===== src/rtl/rs_issue_unit_pkg.sv =====
// Shared constants and types for the reservation-station issue unit.
//  - Default data / ROB tag / opcode widths, architectural register index width.
//  - Bubble opcode encoding (never issued).
//  - Operand source selector used inside the operand resolver.
package rs_issue_unit_pkg;

    localparam int unsigned XLEN_DEF  = 32;
    localparam int unsigned ROB_W_DEF = 6;
    localparam int unsigned OPC_W_DEF = 6;
    localparam int unsigned REG_W     = 5;

    // Opcode 0 is a bubble: accepted from the decoder but never issued.
    localparam int unsigned OPC_NOP = 0;

    typedef enum logic [2:0] {
        SrcZero,  // operand unused or x0
        SrcRf,    // committed value from the regfile
        SrcRob,   // producer finished, value parked in the ROB
        SrcAlu,   // ALU result broadcast this cycle
        SrcLsb,   // LSB result broadcast this cycle
        SrcDep    // still outstanding; RS must wait on the tag
    } opnd_src_e;

endpackage


===== src/rtl/rs_issue_unit_operand_resolve.sv =====
// Combinational operand resolver for one source operand.
//  Inputs : use flag and register index, regfile answer (val/busy/tag), ROB answer (rdy/val),
//           ALU and LSB result broadcasts.
//  Outputs: val (resolved value or 0), has_dep (operand still outstanding), dep (tag when has_dep).
module rs_issue_unit_operand_resolve
    import rs_issue_unit_pkg::*;
#(
    parameter int unsigned XLEN  = XLEN_DEF,
    parameter int unsigned ROB_W = ROB_W_DEF
) (
    input  logic             use_rs,
    input  logic [REG_W-1:0] rs,
    input  logic [XLEN-1:0]  rf_val,
    input  logic             rf_busy,
    input  logic [ROB_W-1:0] rf_tag,
    input  logic             rob_rdy,
    input  logic [XLEN-1:0]  rob_val,
    input  logic             alu_valid,
    input  logic             alu_is_load,
    input  logic [ROB_W-1:0] alu_rob_index,
    input  logic [XLEN-1:0]  alu_res,
    input  logic             lsb_valid,
    input  logic [ROB_W-1:0] lsb_rob_index,
    input  logic [XLEN-1:0]  lsb_res,
    output logic [XLEN-1:0]  val,
    output logic [ROB_W-1:0] dep,
    output logic             has_dep
);

    opnd_src_e src;

    // Priority chain; x0 is forced to zero regardless of what the regfile reports.
    // ALU load results are not final (LSB delivers them), so they are ignored here.
    always_comb begin
        if (!use_rs || (rs == '0)) begin
            src = SrcZero;
        end else if (!rf_busy) begin
            src = SrcRf;
        end else if (rob_rdy) begin
            src = SrcRob;
        end else if (alu_valid && !alu_is_load && (alu_rob_index == rf_tag)) begin
            src = SrcAlu;
        end else if (lsb_valid && (lsb_rob_index == rf_tag)) begin
            src = SrcLsb;
        end else begin
            src = SrcDep;
        end
    end

    always_comb begin
        val     = '0;
        dep     = '0;
        has_dep = 1'b0;
        unique case (src)
            SrcRf:  val = rf_val;
            SrcRob: val = rob_val;
            SrcAlu: val = alu_res;
            SrcLsb: val = lsb_res;
            SrcDep: begin
                dep     = rf_tag;
                has_dep = 1'b1;
            end
            default: ;
        endcase
    end

endmodule


===== src/rtl/rs_issue_unit.sv =====
// Issue stage between decoder and reservation station / ROB.
//  - Decoder side : dec_valid/dec_ready handshake into a one-entry pending register.
//  - Regfile/ROB  : combinational operand queries driven from the pending register.
//  - ROB/rename   : rob_alloc and ren_* pulses in the cycle an instruction fires.
//  - Broadcasts   : ALU/LSB results resolve outstanding operands while pending.
//  - RS side      : registered one-cycle issue_* beat per instruction.
module rs_issue_unit
    import rs_issue_unit_pkg::*;
#(
    parameter int unsigned XLEN  = XLEN_DEF,
    parameter int unsigned ROB_W = ROB_W_DEF,
    parameter int unsigned OPC_W = OPC_W_DEF
) (
    input  logic             clk,
    input  logic             rst_n,
    input  logic             rdy,
    input  logic             flush,
    // decoder
    input  logic             dec_valid,
    output logic             dec_ready,
    input  logic [OPC_W-1:0] dec_opcode,
    input  logic [REG_W-1:0] dec_rd,
    input  logic [REG_W-1:0] dec_rs1,
    input  logic [REG_W-1:0] dec_rs2,
    input  logic             dec_use_rs1,
    input  logic             dec_use_rs2,
    input  logic [XLEN-1:0]  dec_imm,
    input  logic [XLEN-1:0]  dec_pc,
    // regfile query
    output logic [REG_W-1:0] rf_rs1,
    output logic [REG_W-1:0] rf_rs2,
    input  logic [XLEN-1:0]  rf_val1,
    input  logic [XLEN-1:0]  rf_val2,
    input  logic             rf_busy1,
    input  logic             rf_busy2,
    input  logic [ROB_W-1:0] rf_tag1,
    input  logic [ROB_W-1:0] rf_tag2,
    // ROB query and allocation
    output logic [ROB_W-1:0] rob_q1,
    output logic [ROB_W-1:0] rob_q2,
    input  logic             rob_rdy1,
    input  logic             rob_rdy2,
    input  logic [XLEN-1:0]  rob_val1,
    input  logic [XLEN-1:0]  rob_val2,
    input  logic             rob_full,
    input  logic [ROB_W-1:0] rob_tail,
    output logic             rob_alloc,
    // rename
    output logic             ren_valid,
    output logic [REG_W-1:0] ren_rd,
    output logic [ROB_W-1:0] ren_tag,
    // result broadcasts
    input  logic             alu_valid,
    input  logic             alu_is_load,
    input  logic [ROB_W-1:0] alu_rob_index_out,
    input  logic [XLEN-1:0]  alu_res,
    input  logic             lsb_valid,
    input  logic [ROB_W-1:0] lsb_rs_rob_index_out,
    input  logic [XLEN-1:0]  lsb_rs_res,
    // reservation station
    input  logic             rs_full,
    output logic             issue_valid,
    output logic [OPC_W-1:0] issue_opcode,
    output logic [XLEN-1:0]  issue_val1,
    output logic [XLEN-1:0]  issue_val2,
    output logic [ROB_W-1:0] issue_dep1,
    output logic [ROB_W-1:0] issue_dep2,
    output logic             issue_has_dep1,
    output logic             issue_has_dep2,
    output logic [ROB_W-1:0] issue_rob_index,
    output logic [XLEN-1:0]  issue_imm,
    output logic [XLEN-1:0]  issue_pc
);

    logic             pend_valid_d,  pend_valid_q;
    logic [OPC_W-1:0] pend_opcode_d, pend_opcode_q;
    logic [REG_W-1:0] pend_rd_d,     pend_rd_q;
    logic [REG_W-1:0] pend_rs1_d,    pend_rs1_q;
    logic [REG_W-1:0] pend_rs2_d,    pend_rs2_q;
    logic             pend_use1_d,   pend_use1_q;
    logic             pend_use2_d,   pend_use2_q;
    logic [XLEN-1:0]  pend_imm_d,    pend_imm_q;
    logic [XLEN-1:0]  pend_pc_d,     pend_pc_q;

    logic             issue_valid_d,     issue_valid_q;
    logic [OPC_W-1:0] issue_opcode_d,    issue_opcode_q;
    logic [XLEN-1:0]  issue_val1_d,      issue_val1_q;
    logic [XLEN-1:0]  issue_val2_d,      issue_val2_q;
    logic [ROB_W-1:0] issue_dep1_d,      issue_dep1_q;
    logic [ROB_W-1:0] issue_dep2_d,      issue_dep2_q;
    logic             issue_has_dep1_d,  issue_has_dep1_q;
    logic             issue_has_dep2_d,  issue_has_dep2_q;
    logic [ROB_W-1:0] issue_rob_index_d, issue_rob_index_q;
    logic [XLEN-1:0]  issue_imm_d,       issue_imm_q;
    logic [XLEN-1:0]  issue_pc_d,        issue_pc_q;

    logic             fire;
    logic             accept;
    logic [XLEN-1:0]  res_val1, res_val2;
    logic [ROB_W-1:0] res_dep1, res_dep2;
    logic             res_has_dep1, res_has_dep2;

    rs_issue_unit_operand_resolve #(
        .XLEN  (XLEN),
        .ROB_W (ROB_W)
    ) u_resolve1 (
        .use_rs        (pend_use1_q),
        .rs            (pend_rs1_q),
        .rf_val        (rf_val1),
        .rf_busy       (rf_busy1),
        .rf_tag        (rf_tag1),
        .rob_rdy       (rob_rdy1),
        .rob_val       (rob_val1),
        .alu_valid     (alu_valid),
        .alu_is_load   (alu_is_load),
        .alu_rob_index (alu_rob_index_out),
        .alu_res       (alu_res),
        .lsb_valid     (lsb_valid),
        .lsb_rob_index (lsb_rs_rob_index_out),
        .lsb_res       (lsb_rs_res),
        .val           (res_val1),
        .dep           (res_dep1),
        .has_dep       (res_has_dep1)
    );

    rs_issue_unit_operand_resolve #(
        .XLEN  (XLEN),
        .ROB_W (ROB_W)
    ) u_resolve2 (
        .use_rs        (pend_use2_q),
        .rs            (pend_rs2_q),
        .rf_val        (rf_val2),
        .rf_busy       (rf_busy2),
        .rf_tag        (rf_tag2),
        .rob_rdy       (rob_rdy2),
        .rob_val       (rob_val2),
        .alu_valid     (alu_valid),
        .alu_is_load   (alu_is_load),
        .alu_rob_index (alu_rob_index_out),
        .alu_res       (alu_res),
        .lsb_valid     (lsb_valid),
        .lsb_rob_index (lsb_rs_rob_index_out),
        .lsb_res       (lsb_rs_res),
        .val           (res_val2),
        .dep           (res_dep2),
        .has_dep       (res_has_dep2)
    );

    // Handshake and side-band pulses. rst_n gates the pulses so nothing leaks out while in reset.
    always_comb begin
        fire      = rst_n & rdy & pend_valid_q & ~rs_full & ~rob_full & ~flush;
        dec_ready = rst_n & rdy & ~flush & (~pend_valid_q | fire);
        accept    = dec_valid & dec_ready;
        rob_alloc = fire;
        ren_valid = fire & (pend_rd_q != '0);
        ren_rd    = pend_rd_q;
        ren_tag   = rob_tail;
        rf_rs1    = pend_rs1_q;
        rf_rs2    = pend_rs2_q;
        rob_q1    = rf_tag1;
        rob_q2    = rf_tag2;
    end

    always_comb begin
        pend_valid_d  = pend_valid_q;
        pend_opcode_d = pend_opcode_q;
        pend_rd_d     = pend_rd_q;
        pend_rs1_d    = pend_rs1_q;
        pend_rs2_d    = pend_rs2_q;
        pend_use1_d   = pend_use1_q;
        pend_use2_d   = pend_use2_q;
        pend_imm_d    = pend_imm_q;
        pend_pc_d     = pend_pc_q;
        if (rdy) begin
            if (flush) begin
                pend_valid_d = 1'b0;
            end else if (accept) begin
                // Bubbles complete the handshake but leave the slot empty.
                pend_valid_d  = (dec_opcode != OPC_W'(OPC_NOP));
                pend_opcode_d = dec_opcode;
                pend_rd_d     = dec_rd;
                pend_rs1_d    = dec_rs1;
                pend_rs2_d    = dec_rs2;
                pend_use1_d   = dec_use_rs1;
                pend_use2_d   = dec_use_rs2;
                pend_imm_d    = dec_imm;
                pend_pc_d     = dec_pc;
            end else if (fire) begin
                pend_valid_d = 1'b0;
            end
        end
    end

    // Payload fields hold between beats; only valid and opcode are cleared on idle cycles.
    always_comb begin
        issue_valid_d     = issue_valid_q;
        issue_opcode_d    = issue_opcode_q;
        issue_val1_d      = issue_val1_q;
        issue_val2_d      = issue_val2_q;
        issue_dep1_d      = issue_dep1_q;
        issue_dep2_d      = issue_dep2_q;
        issue_has_dep1_d  = issue_has_dep1_q;
        issue_has_dep2_d  = issue_has_dep2_q;
        issue_rob_index_d = issue_rob_index_q;
        issue_imm_d       = issue_imm_q;
        issue_pc_d        = issue_pc_q;
        if (rdy) begin
            if (fire) begin
                issue_valid_d     = 1'b1;
                issue_opcode_d    = pend_opcode_q;
                issue_val1_d      = res_val1;
                issue_val2_d      = res_val2;
                issue_dep1_d      = res_dep1;
                issue_dep2_d      = res_dep2;
                issue_has_dep1_d  = res_has_dep1;
                issue_has_dep2_d  = res_has_dep2;
                issue_rob_index_d = rob_tail;
                issue_imm_d       = pend_imm_q;
                issue_pc_d        = pend_pc_q;
            end else begin
                issue_valid_d  = 1'b0;
                issue_opcode_d = '0;
            end
        end
    end

    always_ff @(posedge clk or negedge rst_n) begin
        if (!rst_n) begin
            pend_valid_q      <= 1'b0;
            pend_opcode_q     <= '0;
            pend_rd_q         <= '0;
            pend_rs1_q        <= '0;
            pend_rs2_q        <= '0;
            pend_use1_q       <= 1'b0;
            pend_use2_q       <= 1'b0;
            pend_imm_q        <= '0;
            pend_pc_q         <= '0;
            issue_valid_q     <= 1'b0;
            issue_opcode_q    <= '0;
            issue_val1_q      <= '0;
            issue_val2_q      <= '0;
            issue_dep1_q      <= '0;
            issue_dep2_q      <= '0;
            issue_has_dep1_q  <= 1'b0;
            issue_has_dep2_q  <= 1'b0;
            issue_rob_index_q <= '0;
            issue_imm_q       <= '0;
            issue_pc_q        <= '0;
        end else begin
            pend_valid_q      <= pend_valid_d;
            pend_opcode_q     <= pend_opcode_d;
            pend_rd_q         <= pend_rd_d;
            pend_rs1_q        <= pend_rs1_d;
            pend_rs2_q        <= pend_rs2_d;
            pend_use1_q       <= pend_use1_d;
            pend_use2_q       <= pend_use2_d;
            pend_imm_q        <= pend_imm_d;
            pend_pc_q         <= pend_pc_d;
            issue_valid_q     <= issue_valid_d;
            issue_opcode_q    <= issue_opcode_d;
            issue_val1_q      <= issue_val1_d;
            issue_val2_q      <= issue_val2_d;
            issue_dep1_q      <= issue_dep1_d;
            issue_dep2_q      <= issue_dep2_d;
            issue_has_dep1_q  <= issue_has_dep1_d;
            issue_has_dep2_q  <= issue_has_dep2_d;
            issue_rob_index_q <= issue_rob_index_d;
            issue_imm_q       <= issue_imm_d;
            issue_pc_q        <= issue_pc_d;
        end
    end

    assign issue_valid     = issue_valid_q;
    assign issue_opcode    = issue_opcode_q;
    assign issue_val1      = issue_val1_q;
    assign issue_val2      = issue_val2_q;
    assign issue_dep1      = issue_dep1_q;
    assign issue_dep2      = issue_dep2_q;
    assign issue_has_dep1  = issue_has_dep1_q;
    assign issue_has_dep2  = issue_has_dep2_q;
    assign issue_rob_index = issue_rob_index_q;
    assign issue_imm       = issue_imm_q;
    assign issue_pc        = issue_pc_q;

endmodule

===== config.mk =====
export PLATFORM = sky130hd
export DESIGN_NAME = rs_issue_unit
export DESIGN_NICKNAME = d
export VERILOG_FILES = /design/src/rtl/rs_issue_unit_pkg.sv /design/src/rtl/rs_issue_unit_operand_resolve.sv /design/src/rtl/rs_issue_unit.sv
export SDC_FILE = /design/constraint.sdc
export NUM_CORES = 1
export LEC_CHECK = 0
export BUFFER_PORTS_ARGS = -buffer_cell sky130_fd_sc_hd__buf_2
export CAP_MARGIN = 20
export CELL_PAD_IN_SITES_DETAIL_PLACEMENT = 2
export CELL_PAD_IN_SITES_GLOBAL_PLACEMENT = 2
export CORE_MARGIN = 8
export CORE_UTILIZATION = 30
export DETAILED_ROUTE_END_ITERATION = 10
export MAX_ROUTING_LAYER = met4
export PLACE_DENSITY_LB_ADDON = 0.15
export SLEW_MARGIN = 25
export SYNTH_ARGS = -nofsm -noshare
export SYNTH_HDL_FRONTEND = slang
export SYNTH_SLANG_ARGS = --single-unit
export TNS_END_PERCENT = 100

===== constraint.sdc =====
create_clock -name clk -period 4.2 [get_ports clk]
set_input_delay 0 -clock clk [delete_from_list [all_inputs] [get_ports clk]]
set_output_delay 0 -clock clk [all_outputs]
set_load 0.01 [all_outputs]

* Word-level counts from Yosys, hierarchy flattened
Index checks and enable logic that the tools add are counted.
** Cells by class
- Equal/unequal tests :: 14
- Bitwise logic cells :: 14
- Reduce and logical (&&, ||, !) cells :: 18
- Mux-type cells :: 21
** Operators by type and width (number)
- 32-bit case mux with 4 select lines :: 2
- 6-bit equality test :: 4
- 3-bit 2-to-1 mux :: 8
- 6-bit 2-to-1 mux :: 3
- 3-bit by 2-bit equality test with 1-bit output, second input constant :: 4
- 3-bit equality test, second input constant :: 4
- 5-bit logical NOT :: 2
- 1-bit AND :: 9
- 1-bit 2-to-1 mux :: 8
- 3-bit by 1-bit equality test with 1-bit output, second input constant :: 2
- 6-bit nonzero test :: 1
- 1-bit logical AND :: 5
- 5-bit nonzero test :: 1
- 1-bit NOT :: 4
- 2-bit AND reduction :: 2
- 1-bit logical NOT :: 3
- 3-bit AND reduction :: 1
- 3-bit nonzero test :: 1
- 1-bit logical OR :: 2
- 1-bit bitwise OR :: 1
** Word-level totals
- Input bits :: 323
- Output and inout bits :: 191
- Flip-flop bits (word level) :: 243
- Word-level logic and storage cells :: 87

* Depth between registers and ports, before layout
- Depth in word-level cells :: 10
- Mapped depth :: 9
- Depth with buffers taken out :: 6

* Hierarchy
A second synthesis with hierarchy kept.
** Unflattened totals
- Cells, all modules :: 898
- Area, all modules :: 11486.0 um^2
** By module, submodules not included
- rs_issue_unit :: area an instance 9203.8 um^2, cells an instance 546, times used 1, sequential area each 6080.8 um^2
- rs_issue_unit_operand_resolve :: area an instance 1141.1 um^2, cells an instance 176, times used 2, sequential area each 0.0 um^2

* Least setup slack after synthesis
OpenSTA, ideal clock, no wires.
- Path type :: reg2reg
- From :: register pend_rs1_q[0] (netlist: rf_rs1[0])
- To :: register issue_val1_q[10] (netlist: issue_val1[10])
- Clock period less this slack :: 1.924 ns
- Path buffers :: 1
- Stages on the path, launching flop included :: 7
- Path slack :: 2.276 ns
- Required time :: 4.076 ns
- Arrival time :: 1.801 ns
- Library setup time :: 0.124 ns
- Cell sequence :: dfrtp_1 -> or4_1 -> o21ai_4 -> nor3_2 -> buf_6 -> a32o_1 -> a2bb2oi_1
** On the way
- Word-level cells in the longest chain between the ends :: 5
- Elaborated cells between the ends (all ways) :: 8
- Those cells by class :: eq/ne: 4; mux: 2; reduce/logical: 2
** RTL lines
- start: declaration :: line rs_issue_unit.sv:78 : logic [REG_W-1:0] pend_rs1_d, pend_rs1_q;
- start signal: assignment :: line rs_issue_unit.sv:253 : pend_rs1_q <= pend_rs1_d;
- 5-bit logical NOT * :: line rs_issue_unit_operand_resolve.sv:35 : if (!use_rs || (rs == '0)) begin
- 1-bit logical OR * :: line rs_issue_unit_operand_resolve.sv:35
- 3-bit 2-to-1 mux * :: line rs_issue_unit_operand_resolve.sv:35
- 3-bit equality test, or another cell as far along :: line rs_issue_unit_operand_resolve.sv:54 : unique case (src)
- 32-bit case mux with 4 select lines * :: line rs_issue_unit_operand_resolve.sv:54
- end signal: assignment :: line rs_issue_unit.sv:261 : issue_val1_q <= issue_val1_d;
- end: declaration :: line rs_issue_unit.sv:87 : logic [XLEN-1:0] issue_val1_d, issue_val1_q;
Mark *: on every way between the ends. The rest lies on a longest branch, timed or not.
A chain may end at the register's enable or synchronous reset.

* Worst setup path after layout
- From :: input port rdy
- To :: register issue_val2_q[24] (netlist: issue_val2[24])
** On the way
- Word-level cells in the longest chain between the ends :: 6
** RTL lines
- start: declaration :: line rs_issue_unit.sv:16 : input logic rdy,
- 1-bit AND (5 in a row) :: line rs_issue_unit.sv:151 : fire = rst_n & rdy & pend_valid_q & ~rs_full & ~rob_full & ~flush;
- 2-bit AND reduction (no line) *
- end signal: assignment :: line rs_issue_unit.sv:262 : issue_val2_q <= issue_val2_d;
- end: declaration :: line rs_issue_unit.sv:88 : logic [XLEN-1:0] issue_val2_d, issue_val2_q;
Marked as above.

==> impl_metrics.ini <==
[power_and_ir_drop]
p_leak_nw = 9.00
p_seq_share_pct = 42.4
power.switching_mw = 1.92
max-vdd-ir-drop_mv = 0.288
clock_power_share_pct = 38.1
p_int_mw = 4.75
swShare_pct = 28.8
power_density_nw_per_um2 = 371
p_comb_share_pct = 19.4

[global_route]
antenna_found_initial = 16
grt_usage_pct = 27.9
grt_max_degree = 147
grt_pass1_wl_mm = 94.0
grt-ovfl-total = 0
grt_pass1_vias = 14500

[timing]
hold_viol = 0
skew_ns = 0.0112
drv_slew = 0
worst_slew_pin_slew_ns = 0.996
min_period_over_period_pct = 76.5
max_freq_mhz = 311
tns_ns = 0
worst_slack_ns = 0.987
setup_viol = 0
period_minus_slack_ns = 3.21
relSlewSlack_pct = 33.6
grt_setup_unrepaired = no

[synth]
synth_top_area_share_pct = 52.3
ys_seq_elements = 243
synth_area_leaders = dfrtp_1, nand2_1, mux2_2, o21ai_0, a32o_1
yosys_most_used_dff = dfrtp_1
yosys_warnings = 0
avgSynthCellArea_um2 = 10.3
ys_async_sr_fraction_pct = 100
netlist_area_um2 = 11600
yosysTopAreaCell = dfrtp_1
synth-edff-count = 0
synth_cell_types = 47
synth_cells = 1133
synth_nets = 1456
ys_seq_area_share_pct = 52.3

[drt]
drtIter0Drc = 605
wire_per_inst_um = 26.3
vias = 12300
wl_mm = 62.9
dr.pass1.iters = 6
postRouteAntennaNets = 0
via_per_inst = 5.15
drc = 0

[finish]
syn_to_final_growth_pct = 54.6
layout_common_cells = buf_2, nand2_1, dfrtp_1
instances_no_fill = 2386
fill_cells = 4146
drive_above_1_share_pct = 36.8
final_nets = 2154
fin_util_pct = 46.7
layout_commonest_cell = buf_2

[critical_path]
path_max_fanout = 80
criticalPathCategory = input pin to flop
worstPathArrival_ns = 3.70
startpoint_type = input pin
cp-end-kind = flop
required_ns = 4.68

[floorplan]
die_y_um = 213
fp-row-count = 72
coreArea_um2 = 38500
ioPinCount = 514
die_x_um = 213
die_area_um2 = 45300
start_util_pct = 30.2

[clock_tree]
clock_sinks = 243
cts_resized = 0
ctsRootBufferMaster = clkbuf_16
tritoncts = yes
cts_made_buffers = 29
clk_pin_slew_ns = 0.06
postCtsSetupBuffers = 0
cts_htree_levels = 1
cts_hold_buf = 235
clk_latency_ns = 0.56
clockBufferDepth = 3

[placed_design]
place_ws_ns = 1.46
gp_congestion = 0.819
dp_cells = 2083
io_buffers = 513
dp_hpwl_mm = 40.0

[run_status]
outcome = finished, final reports clean

[min_path]
min_path_type = input pin to flop

[run]
maxCapViolCount = 0
## area by class of cell
class | instances | area, µm² | share of cell area [%]
Sequential cell | 243 | 6080 | 33.8
Timing Repair Buffer | 769 | 5140 | 28.6
Multi-Input combinational cell | 772 | 5060 | 28.2
Clock buffer | 45 | 846 | 4.71
Tap cell | 518 | 648 | 3.61
Clock inverter | 6 | 87.6 | 0.487
Inverter | 16 | 62.6 | 0.348
Antenna cell | 17 | 42.5 | 0.237
## final timing paths
check,start,end,slack (ns),cells past startpoint
max,rdy,issue_val2[24]$_DFFE_PN0P_,0.99,11
min,rob_val1[7],issue_val1[7]$_DFFE_PN0P_,0.01,4
max reg2reg,pend_valid_q$_DFFE_PN0P_,issue_val2[30]$_DFFE_PN0P_,1.03,8
min reg2reg,pend_imm_q[6]$_DFFE_PN0P_,issue_imm[6]$_DFFE_PN0P_,0.46,2
max in group asynchronous,rst_n,issue_imm[24]$_DFFE_PN0P_,2.41,4
min in group asynchronous,rst_n,issue_rob_index[1]$_DFFE_PN0P_,0.06,3
## critical path, stage by stage
cell	delay, ns
dlygate4sd3_1	0.57
buf_2	0.20
and3b_1	0.20
buf_4	0.22
nand2_8	0.47
inv_4	0.41
o21ai_2	0.15
buf_4	0.36
o21ai_0	0.16
a211oi_1	0.28
dlygate4sd3_1	0.61
## state kept, by name, summed over array words and instances, names as in the netlist, 6 cells and up
signal	cells
issue_imm	32
issue_pc	32
issue_val1	32
issue_val2	32
pend_imm_q	32
pend_pc_q	32
issue_dep1	6
issue_dep2	6
issue_opcode	6
issue_rob_index	6
pend_opcode_q	6
## per-stage QoR
stage | hold WS [ns] | power [mW] | cell area [µm²]
CTS | 0.00376 | 6.65 | 17900
floorplan | -0.296 | 3.34 | 11600
detailed placement | -0.0955 | 3.94 | 14600
finish | 0.0136 | 6.67 | 18000
global route | 0.0239 | 6.94 | 18000
global placement | -0.105 | 3.88 | 14600
## routing by layer
metal	part of all wire [%]	up-vias	GRT usage, %
li1	-	5435	-
met1	39	6304	30.9
met2	52	451	49.5
met3	6.1	105	5.72
met4	3.3	0	9.23
met5	0	-	-
## cell usage after synthesis (all sizes together) (6+ instances only)
| cell type | count |
|---|---|
| a222oi | 18 |
| a31oi | 14 |
| dfrtp | 243 |
| a22o | 6 |
| nand2 | 271 |
| xnor2 | 24 |
| a2bb2oi | 32 |
| nor2b | 33 |
| clkbuf | 40 |
| a211oi | 33 |
| nor2 | 6 |
| o21ai | 80 |
| a21oi | 39 |
| mux2 | 87 |
| a221o | 14 |
| nand3 | 24 |
| inv | 16 |
| a21boi | 32 |
| a32o | 32 |
| buf | 62 |
## cell families after synthesis
group	share of synthesized area [%]
AOI/OAI and AO/OA	18.9
xor gates and xnor gates	1.81
buffers and inverters	5.03
DFF	52.3
muxes	8.43
and+or+nand+nor	13.5
## power groups by stage
stage	Combinational, mW	Clock, mW	Sequential [mW]
2_1_floorplan	0.493	0	2.85
3_3_place_gp	1.06	0	2.82
3_5_place_dp	1.11	0	2.84
4_1_cts	1.26	2.59	2.80
5_1_grt	1.40	2.69	2.86
6_report	1.30	2.55	2.83
No activity file was read; power rests on OpenSTA's default activity.
